File: src/rtl/swervolf_btn_debounce.sv
// Board pushbutton front end: two-flop synchronizer, per-button counter debouncer
// and sticky rise/fall event flags that feed the system controller's GPIO readback and IRQ.
module swervolf_btn_debounce #(
  parameter int N_BTN           = 5,
  parameter int DEBOUNCE_CYCLES = 500000,
  parameter int CNT_W           = $clog2(DEBOUNCE_CYCLES)
) (
  input  logic             i_clk,
  input  logic             i_rst,
  input  logic [N_BTN-1:0] i_btn,
  input  logic [N_BTN-1:0] i_rise_en,
  input  logic [N_BTN-1:0] i_fall_en,
  input  logic             i_clr_stb,
  input  logic [N_BTN-1:0] i_clr_mask,
  output logic [N_BTN-1:0] o_btn,
  output logic [N_BTN-1:0] o_pend,
  output logic             o_irq
);

  localparam logic [CNT_W-1:0] CNT_MAX = CNT_W'(DEBOUNCE_CYCLES - 1);

  logic [N_BTN-1:0] sync1_q;
  logic [N_BTN-1:0] sync2_q;
  logic [N_BTN-1:0] btn_q;
  logic [N_BTN-1:0] btn_d;
  logic [N_BTN-1:0] pend_q;
  logic [N_BTN-1:0] pend_d;
  logic [CNT_W-1:0] cnt_q [N_BTN];
  logic [CNT_W-1:0] cnt_d [N_BTN];
  logic [N_BTN-1:0] evt;
  logic [N_BTN-1:0] rise;
  logic [N_BTN-1:0] fall;

  // The counter tracks consecutive samples disagreeing with the accepted level;
  // the first agreeing sample throws the partial count away.
  always_comb begin
    // NOTE: every output of this block gets a default first, so no path leaves it
    // unassigned and no latch is inferred.
    btn_d = btn_q;
    evt   = '0;
    for (int i = 0; i < N_BTN; i++) begin
      cnt_d[i] = cnt_q[i];
      if (sync2_q[i] == btn_q[i]) begin
        cnt_d[i] = '0;
      end else if (cnt_q[i] == CNT_MAX) begin
        btn_d[i] = sync2_q[i];
        cnt_d[i] = '0;
        evt[i]   = 1'b1;
      end else begin
        cnt_d[i] = cnt_q[i] + CNT_W'(1);
      end
    end
  end

  // sync2 already holds the newly accepted level in the cycle evt fires.
  assign rise = evt & sync2_q & i_rise_en;
  assign fall = evt & ~sync2_q & i_fall_en;

  // Set is OR-ed in after the clear so a same-cycle event is never lost.
  always_comb begin
    pend_d = (pend_q & ~({N_BTN{i_clr_stb}} & i_clr_mask)) | rise | fall;
  end

  // NOTE: state flops use non-blocking assignments so every flop samples the
  // pre-edge value of the others, independent of statement order.
  always_ff @(posedge i_clk) begin
    if (i_rst) begin
      sync1_q <= '0;
      sync2_q <= '0;
      btn_q   <= '0;
      pend_q  <= '0;
      // NOTE: the counter array is ordinary flops, not a RAM, and must be reset so
      // a reset mid-debounce aborts the count.
      cnt_q   <= '{default: '0};
    end else begin
      sync1_q <= i_btn;
      sync2_q <= sync1_q;
      btn_q   <= btn_d;
      pend_q  <= pend_d;
      cnt_q   <= cnt_d;
    end
  end

  assign o_btn  = btn_q;
  assign o_pend = pend_q;
  assign o_irq  = |pend_q;

endmodule

File: config.mk
export PLATFORM = sky130hd
export DESIGN_NAME = swervolf_btn_debounce
export DESIGN_NICKNAME = d
export VERILOG_FILES = /design/src/rtl/swervolf_btn_debounce.sv
export SDC_FILE = /design/constraint.sdc
export NUM_CORES = 1
export LEC_CHECK = 0
export CELL_PAD_IN_SITES_DETAIL_PLACEMENT = 1
export CELL_PAD_IN_SITES_GLOBAL_PLACEMENT = 2
export CORE_ASPECT_RATIO = 2
export CORE_MARGIN = 2
export CORE_UTILIZATION = 39
export DETAILED_ROUTE_END_ITERATION = 10
export MAX_ROUTING_LAYER = met4
export PLACE_DENSITY = 0.81
export SETUP_SLACK_MARGIN = 0.5
export SYNTH_ARGS = -nofsm -noshare
export SYNTH_HDL_FRONTEND = slang
export SYNTH_SLANG_ARGS = --single-unit
File: constraint.sdc
create_clock -name i_clk -period 3.5 [get_ports i_clk]
set_input_delay 0.35 -clock i_clk [delete_from_list [all_inputs] [get_ports i_clk]]
set_output_delay 0.35 -clock i_clk [all_outputs]
set_load 0.01 [all_outputs]
==> impl_metrics.toml, run 1 <==
[yosys]
netlist_area_sq_mm = 0.00512
ys.warnings.count = 0
asyncSetResetFlopFracSynth_pct = 0
ys.flop_type = "dfxtp_1"
synth.distinct_cells = 46
syn_avg_cell_area_sq_um = 8.59
synth_seq_cells = 115
ys_seq_area_share_pct = 45.0
syn-num-nets = 624
synth_enable_flop_cells = 0
synthCells = 596

[final_layout]
fillers = 1497
drive_gt1_share_pct = 6.60
area_growth_pct = 20.7
num-nets-final = 667
antenna-diode-count = 0
fin_cells = 804

[setup_path]
cp-endpoint = "cnt_q[50]"
crit_buf_inv = 1
max_stage_delay_ns = 0.63
cp.depth = 6
crit_type = "reg2reg"
worstRegToRegCells = 6
crit_path_start = "cnt_q[38]"
cp-start-kind = "flop"
critPathTopFamily = "simple AND/OR/NAND/NOR gates"
r2r-start = "cnt_q[38]"
endpoint_kind = "flop"
path_cells = "ha_1, nand3_1, or3_1, o21ai_1, buf_4, nor2_1"
rr_endpoint = "cnt_q[50]"
crit_arrival_ns = 2.64
required_ns = 3.80
cp_slowest_cell = "o21ai_1"
critPathMaxFanout = 10
r2r_slack_ns = 1.16

[hold_path]
hold_class = "reg2reg"

[placed_design]
place.gp.congestion = 0.817
dp_hpwl_um = 9260
port_buffers = 33
dp_cells = 772

[flow_run]
drv_cap = 0

[sta]
rsz0062_at_grt = "no"
min_period_ns = 2.34
setup_viol = 0
setup-tns-final_ns = 0
worst_pin_slew_ns = 0.923
hold_violations = 0
fmax_mhz = 427
finClkSkew_ns = 0.00913
finalCritPeriodShare_pct = 66.9
slew_headroom_pct = 37.9
finalMaxSlewViolations = 0

[power_and_ir_drop]
ir_drop_mv = 0.335
leakagePower_nw = 1.81
powerDensity_mw_per_mm2 = 494

[drt]
vias_per_cell = 5.46
first_pass_iters = 4
drt-initial-drc-count = 105
wl_met3_um = 287
highest_layer = "met4"
m1WireLength_um = 4900
drc = 0
route.antenna.remaining_nets = 0
wl_met2_um = 7270
wirelength_um = 12700
via_count = 4386
routedWlPerCell_um = 15.8

[die]
die_area_sq_mm = 0.0141
core_area_sq_mm = 0.0129
start_util_pct = 39.6
rows = 59
pin_count = 34
fp.dieW_um = 85.0
die_h_um = 166

[global_route]
grt-ovfl-total = 0
grt_max_degree = 33
grt_pass1_wl_um = 21800
grt_use_total_pct = 19.5
grt_pass1_vias = 4631
grt_antenna_before_repair = 0

[clocking]
cts_max_level = 4
ctsResizeCount = 0
cts_root_buf = "clkbuf_16"
clk_pin_slew_worst_paths_ns = 0.06
numCtsBuffers = 17
insertion_delay_ns = 0.40
clock_path_buffers = 2
cts.hold.buffers_added = 0
post_cts_buffers = 0
cts_tree = "done"
numClockSinks = 115

[status]
status = "finished, final reports clean"
==> final cells by class <==
type	instances	area (sq um)	area share, %
Multi-Input combinational cell	450	2680	43.4
Sequential cell	115	2300	37.3
Clock buffer	22	464	7.51
Timing Repair Buffer	38	368	5.95
Tap cell	152	190	3.08
Clock inverter	10	108	1.74
Inverter	17	63.8	1.03
==> metrics by stage <==
step                setup WS, ns  util (%)  hold WS, ns  area, sq um  power, mW
CTS                         1.17      47.8        0.450         6180       3.10
detailed placement          1.17      43.4        0.430         5610       1.41
floorplan                   1.55         -        0.414         5120       1.37
global placement            1.29      43.4        0.429         5610       1.41
global route               0.977      47.8        0.454         6180       3.16
finish                      1.16      47.8        0.442         6180       3.05
==> worst min-delay path by stage <==
stage                     startpoint    endpoint  cells past startpoint
after global routing      sync1_q[1]  sync2_q[1]                      1
after CTS                 sync1_q[1]  sync2_q[1]                      1
final                     sync1_q[1]  sync2_q[1]                      1
after floorplan           sync1_q[0]  sync2_q[0]                      1
after detailed placement  sync1_q[4]  sync2_q[4]                      1
after global placement    sync1_q[1]  sync2_q[1]                      1
==> kinds of logic (layout without fill, tap and decap cells) <==
group | after synthesis | in the layout | share of synthesized area (%)
buf+inv | 31 | 87 | 2.59
mux | 3 | 3 | 0.611
compound gates | 51 | 51 | 5.94
fa+ha+maj | 5 | 5 | 1.22
flops | 115 | 115 | 45.0
xor+xnor | 74 | 74 | 12.7
simple gates | 317 | 317 | 32.0
==> layout by cell type (no fill, tap or decap), drive strengths merged, types with 3 or more instances in the layout <==
| master | count |
|---|---|
| nand2 | 39 |
| clkinv | 5 |
| nor2b | 11 |
| clkdlybuf4s50 | 33 |
| a21oi | 19 |
| xnor2 | 56 |
| and4 | 5 |
| dfxtp | 115 |
| nand2b | 4 |
| inv | 17 |
| nor3 | 23 |
| nand3b | 6 |
| clkbuf | 22 |
| ha | 5 |
| nand3 | 34 |
| or3 | 9 |
| or4 | 7 |
| clkinvlp | 3 |
| o21ai | 20 |
| or2 | 4 |
| nor4b | 7 |
| nor2 | 99 |
| xor2 | 18 |
| nand4 | 30 |
| buf | 5 |
| and3 | 8 |
| nor4 | 22 |
==> per-layer routing <==
metal,global-route usage (%),up-vias
met5,-,-
met4,6.63,0
met3,4.13,20
met2,36.6,66
met1,19.1,2115
li1,-,2185
==> power breakdown <==
| part | switching, mW | leakage (nW) | internal [mW] |
|---|---|---|---|
| sequential | 0.00610 | 0.928 | 1.32 |
| clock | 0.594 | 0.276 | 1.08 |
| combinational | 0.0246 | 0.608 | 0.0322 |
| total | 0.625 | 1.81 | 2.43 |
==> flip-flops by register name (all words and copies together), names as in the netlist <==
signal	count
o_pend	5
cnt_q	95
sync2_q	5
o_btn	5
sync1_q	5
==> cells in the mapped netlist, types with 4 or more instances <==
master / count / area share (%)
nand4_1: 30 / 3.7
nand3b_1: 6 / 0.88
or4_1: 6 / 0.88
xnor2_1: 56 / 9.6
nand2b_1: 4 / 0.49
nor4b_1: 7 / 1.2
nor4_1: 22 / 2.7
inv_1: 17 / 1.2
clkbuf_1: 11 / 0.81
ha_1: 5 / 1.2
o21ai_0: 15 / 1.5
o21ai_1: 4 / 0.39
or3_1: 9 / 1.1
or2_2: 4 / 0.49
nor2b_1: 11 / 1.3
nor3_1: 23 / 2.2
and3_1: 8 / 0.98
and4_1: 5 / 0.86
nand3_1: 34 / 3.3
nor2_1: 99 / 7.3
nand2_1: 39 / 2.9
a21oi_1: 19 / 1.9
dfxtp_1: 115 / 45
xor2_1: 18 / 3.1
(Power assumes the default switching activity.)
==> inputs of run 2 (changes only) <==
--- a/config.mk
+++ b/config.mk
@@ -9,10 +9,10 @@
 export CELL_PAD_IN_SITES_GLOBAL_PLACEMENT = 2
 export CORE_ASPECT_RATIO = 2
 export CORE_MARGIN = 2
-export CORE_UTILIZATION = 39
+export CORE_UTILIZATION = 33
 export DETAILED_ROUTE_END_ITERATION = 10
 export MAX_ROUTING_LAYER = met4
-export PLACE_DENSITY = 0.81
+export PLACE_DENSITY = 0.73
 export SETUP_SLACK_MARGIN = 0.5
 export SYNTH_ARGS = -nofsm -noshare
 export SYNTH_HDL_FRONTEND = slang
==> constraint.sdc (replaced) <==
create_clock -name i_clk -period 1.9 [get_ports i_clk]
set_input_delay 0.19 -clock i_clk [delete_from_list [all_inputs] [get_ports i_clk]]
set_output_delay 0.19 -clock i_clk [all_outputs]
set_load 0.01 [all_outputs]
==> run 2 against run 1 <==
  * The flow now finishes with violations (negative setup slack)
  * Hold slack worse by 0.10 ns
  * Clock power up 98%
  * Count of clock-buffer cells in the layout down 5
  * First-iteration DRC count up 59%
  * Critical path depth down 1
  * Combinational power rose to 3.5 times the previous value
  * Non-clock buffer count up 114
  * Critical endpoint is now cnt_q[91]
==> impl_metrics.toml, run 2 (synthesis gave the netlist of run 1 again) <==
[status]
status = "complete, but fails checks"
violations = "negative setup slack"

[sta]
setup-tns-final_ns = -0.977
post-route-worst-setup-slack_ns = -0.0648
rsz0062_at_grt = "yes"
hold_violations = 0
finalCritPeriodShare_pct = 103
finClkSkew_ns = 0.0115
fmax_mhz = 509
worst_pin_slew_ns = 0.558
finalMaxSlewViolations = 0
min_period_ns = 1.96
slew_headroom_pct = 62.7
setup_viol = 18

[setup_path]
crit_path_start = "cnt_q[86]"
critPathMaxFanout = 18
crit_buf_inv = 1
endpoint_kind = "flop"
cp-start-kind = "flop"
crit_type = "reg2reg"
path_common_cell = "or4_4"
required_ns = 2.20
r2r-start = "cnt_q[86]"
critPathTopFamily = "simple AND/OR/NAND/NOR gates"
cp_slowest_cell = "or4_4"
max_stage_delay_ns = 0.59
r2r_slack_ns = -0.06
cp.depth = 5
path_cells = "or4_4, or4_4, o21ai_4, buf_12, nor2_1"
worstRegToRegCells = 5
crit_arrival_ns = 2.27

[drt]
drt-initial-drc-count = 167
routedWlPerCell_um = 18.6
route.antenna.remaining_nets = 0
wirelength_um = 17900
first_pass_iters = 5
vias_per_cell = 5.22
via_count = 5036
drc = 0

[clocking]
cts_max_level = 4
insertion_delay_ns = 0.42
cts_root_buf = "clkbuf_16"
numClockSinks = 115
clock_path_buffers = 2
cts_tree = "done"
clk_pin_slew_worst_paths_ns = 0.06
numCtsBuffers = 17

[die]
die_h_um = 180
pin_count = 34
die_area_sq_mm = 0.0166
fp.dieW_um = 92.1
rows = 64
core_area_sq_mm = 0.0152
start_util_pct = 33.6

[final_layout]
largest_reg_flops = 95
antenna-diode-count = 0
fin_cells = 964
final_cell_mix = "73 x buf_4, 54 x nor2_4, 53 x xnor2_1, 53 x dfxtp_1, 41 x nor2_1"
area_growth_pct = 67.6
num-nets-final = 781
drive_gt1_share_pct = 46.1
top_register = "cnt_q"
final_common_cell = "buf_4"

[global_route]
grt_pass1_wl_um = 27600
grt_max_degree = 23
grt_antenna_before_repair = 0
grt_use_total_pct = 21.8
grt_pass1_vias = 5479
grt-ovfl-total = 0

[power_and_ir_drop]
ir_drop_mv = 0.560
powerDensity_mw_per_mm2 = 688
leakagePower_nw = 2.84

[placed_design]
port_buffers = 33
dp_cells = 852
place.gp.congestion = 0.766
dp_hpwl_um = 10600

[hold_path]
worstHoldPathCells = 2
hold_class = "in2reg"
min_from = "i_btn[1]"

[flow_run]
drv_cap = 0
==> run 2: final cells by class <==
type	instances	area, sq um
Sequential cell	115	2440
Tap cell	198	248
Fill cell	1680	6640
Clock buffer	17	425
Inverter	17	63.8
Multi-Input combinational cell	450	3690
Clock inverter	15	183
Timing Repair Buffer	152	1530
==> run 2: path summary, 6_finish.rpt <==
path | endpoint
worst max register to register | cnt_q[91]
worst min-delay path | sync1_q[1]
worst min register to register | sync2_q[3]
worst max-delay path | cnt_q[91]
==> run 2: through the flow <==
stage          cell area, sq um  total power, mW  utilization [%]  setup WS, ns  hold WS [ns]
2_1_floorplan              5420             2.53                -       -0.0267         0.318
3_3_place_gp               6240             2.62             41.0       -0.0340         0.420
3_5_place_dp               6240             2.62             41.0       -0.0946         0.435
4_1_cts                    7970             5.95             52.4       -0.0600         0.328
5_1_grt                    8580             6.07             56.4        -0.120         0.344
6_report                   8580             5.90             56.4       -0.0648         0.341
==> run 2: worst register-to-register path, stage by stage (launching register included) <==
cell and delay [ns]:
dfxtp_2 0.32, or4_4 0.54, or4_4 0.59, o21ai_4 0.19
buf_12 0.16, nor2_1 0.06
==> run 2: layer usage <==
| layer | track usage, % | vias up | share of wire [%] |
|---|---|---|---|
| li1 | - | 2416 | - |
| met1 | 19.1 | 2485 | 33 |
| met2 | 43.7 | 88 | 62 |
| met3 | 3.76 | 47 | 2.2 |
| met4 | 9.01 | 0 | 3.3 |
| met5 | - | - | 0 |
==> run 2: power by group <==
group / leakage [nW] / internal (mW) / switching (mW)
Sequential: 0.967 / 2.39 / 0.00955
Clock: 0.286 / 2.07 / 1.23
Combinational: 1.59 / 0.112 / 0.0887
==> run 2: what timing repair did <==
item | 4_1_cts | 5_1_grt
buffers inserted | 50 | 24
gates resized for setup | 185 | 108
setup endpoints to repair | 114 | 105
hold buffers | 0 | 0
pin swaps | 45 | 44
gates cloned | 5 | 1
==> inputs of run 3 (changes only) <==
--- a/config.mk
+++ b/config.mk
@@ -10,6 +10,7 @@
 export CORE_ASPECT_RATIO = 2
 export CORE_MARGIN = 2
 export CORE_UTILIZATION = 33
+export CTS_CLUSTER_SIZE = 14
 export DETAILED_ROUTE_END_ITERATION = 10
 export MAX_ROUTING_LAYER = met4
 export PLACE_DENSITY = 0.73
==> results of run 3 <==
Same layout as run 2: the final DEF is identical, and so are final timing and power.
==> variant, RTL diff (flow settings as in run 3) <==
`N_BTN`: 5 -> 4.
--- a/src/rtl/swervolf_btn_debounce.sv
+++ b/src/rtl/swervolf_btn_debounce.sv
@@ -1,7 +1,7 @@
 // Board pushbutton front end: two-flop synchronizer, per-button counter debouncer
 // and sticky rise/fall event flags that feed the system controller's GPIO readback and IRQ.
 module swervolf_btn_debounce #(
-  parameter int N_BTN           = 5,
+  parameter int N_BTN           = 4,
   parameter int DEBOUNCE_CYCLES = 500000,
   parameter int CNT_W           = $clog2(DEBOUNCE_CYCLES)
 ) (
Ports: changed (6 resized); port bits go from 34 to 28. The function was not compared with the original's and may differ.
==> variant against run 3 <==
  * Area after synthesis shrank 21%
  * Clock power shrank 47%
  * Global-route usage shrank 1.7 points
  * Synthesized cell count shrank 21%
  * Wire length shrank 31%
  * Sequential cell count shrank 23
  * Clock skew shrank 0.0013 ns
  * Die area shrank 20%
  * Utilization shrank 3.1 points
  * Worst setup slack gained 0.25 ns
  * Power shrank 36%
  * Final area shrank 25%
  * Critical endpoint is now cnt_q[73]
==> variant: results (changes against run 3) <==
- Switching Fraction: 22.06% (was 22.50%)
- Vias per cell: 5.270 (was 5.224)
- DR pass1 iterations: 6 (was 5)
- Clock power share: 46.0% (was 55.9%)
- Outcome: finished, final reports clean (was complete, but fails checks)
- Placer Congestion: 0.8122 (was 0.7664)
- Synth top cells by count: dfxtp_1 (92), nor2_1 (64), nand2_1 (38), nand3_1 (30), xor2_1 (28) (was dfxtp_1 (115), nor2_1 (99), xnor2_1 (56), nand2_1 (39), nand3_1 (34))
- Max Cap Viol: 0 (unchanged)
- GRT Util Overall: 20.11% (was 21.76%)
- Port Buffers: 27 (was 33)
- GRT overflow: 0 (unchanged)
- DRT iter0 DRCs: 74 (was 167)
- Layout cells sized above 1: 45.14% (was 46.08%)
- Instance area at placement: 4871 um^2 (was 6241 um^2)
- Pin count of the biggest net entering global routing: 20 (was 23)
- Nets: 605 (was 781)
- CTS Buf Count: 9 (was 17)
- Total sequential power: 1.91 mW (was 2.40 mW)
- Seq/Total Area, Yosys: 45.36% (was 44.98%)
- H-tree depth: 3 (was 4)
- Worst EP arrival: 1.99 ns (was 2.27 ns)
- Max FFs per register: 76 (was 95)
- Clock Skews: 0.01018 ns (was 0.01149 ns)
- Cell variety after synth: 40 (was 46)
- Vias in the first global route: 4,206 (was 5,479)
- Dominant cells by area after synthesis: dfxtp_1 (45%), xor2_1 (6.0%), nor2_1 (5.9%) (was dfxtp_1 (45%), xnor2_1 (9.6%), nor2_1 (7.3%))
- Worst Path Max Fanout: 4 (was 18)
- Syn_nets: 491 (was 624)
- Synth async-reset ratio: 0% (unchanged)
- Worst-margin pin slew: 0.4562 ns (was 0.5578 ns)
- Post-DP HPWL: 7.609 mm (was 10.62 mm)
- Pleak: 2.127 nW (was 2.841 nW)
- Max IR drop VDD: 517.2 uV (was 559.6 uV)
- Power Total: 3.798 mW (was 5.901 mW)
- Worst skew pair latency: 0.34 ns (was 0.42 ns)
- Post-Route WL: 12.44 mm (was 17.92 mm)
- First-pass GRT wire length: 20.00 mm (was 27.59 mm)
==> variant: critical path: stages, from the launching register on <==
cell	delay, ns
dfxtp_4	0.37
ha_4	0.14
nand4_1	0.12
or4_4	0.55
or3_4	0.35
a21oi_2	0.12
==> variant: worst paths after layout <==
path | startpoint | end | slack [ns] | cells after the start
worst max-delay path | cnt_q[58] | cnt_q[73] | 0.19 | 5
worst min-delay path | i_btn[1] | sync1_q[1] | 0.40 | 2
worst max register to register | cnt_q[58] | cnt_q[73] | 0.19 | 5
worst min register to register | sync1_q[0] | sync2_q[0] | 0.45 | 1
==> variant: layer usage <==
metal / GRT usage [%] / share of wire (%) / vias to the layer above
li1: - / - / 1894
met1: 19.82 / 36 / 1897
met2: 36.51 / 59 / 55
met3: 3.427 / 2.1 / 22
met4: 9.318 / 2.7 / 0
met5: - / 0 / -
==> variant: layout make-up <==
cell class / count / area (um^2)
Fill cell: 1322 / 5634
Multi-Input combinational cell: 355 / 2784
Sequential cell: 92 / 1974
Timing Repair Buffer: 116 / 1159
Clock buffer: 12 / 257.7
Tap cell: 147 / 183.9
Clock inverter: 4 / 30.03
Inverter: 8 / 30.03
==> variant: metrics by stage <==
stage	instances	worst slack, ns
finish	734	0.1881
global placement	649	0.1803
global route	734	0.1303
CTS	727	0.1722
floorplan	468	0.1555
detailed placement	649	0.1495
==> variant: timing repair <==
action | CTS | global route
resized for setup | 112 | 87
pin swaps | 37 | 34
endpoints found under the setup margin | 89 | 83
gates cloned | 3 | 1
buffers inserted | 59 | 6
==> variant: cell families (layout without fill, tap and decap cells) <==
family	Yosys count	count (layout)	synth area share (%)
xor+xnor	54	54	11.65
simple gates	241	241	31.96
fa+ha+maj	4	4	1.233
buf+inv	21	140	2.126
compound gates	56	56	7.673
flops	92	92	45.36
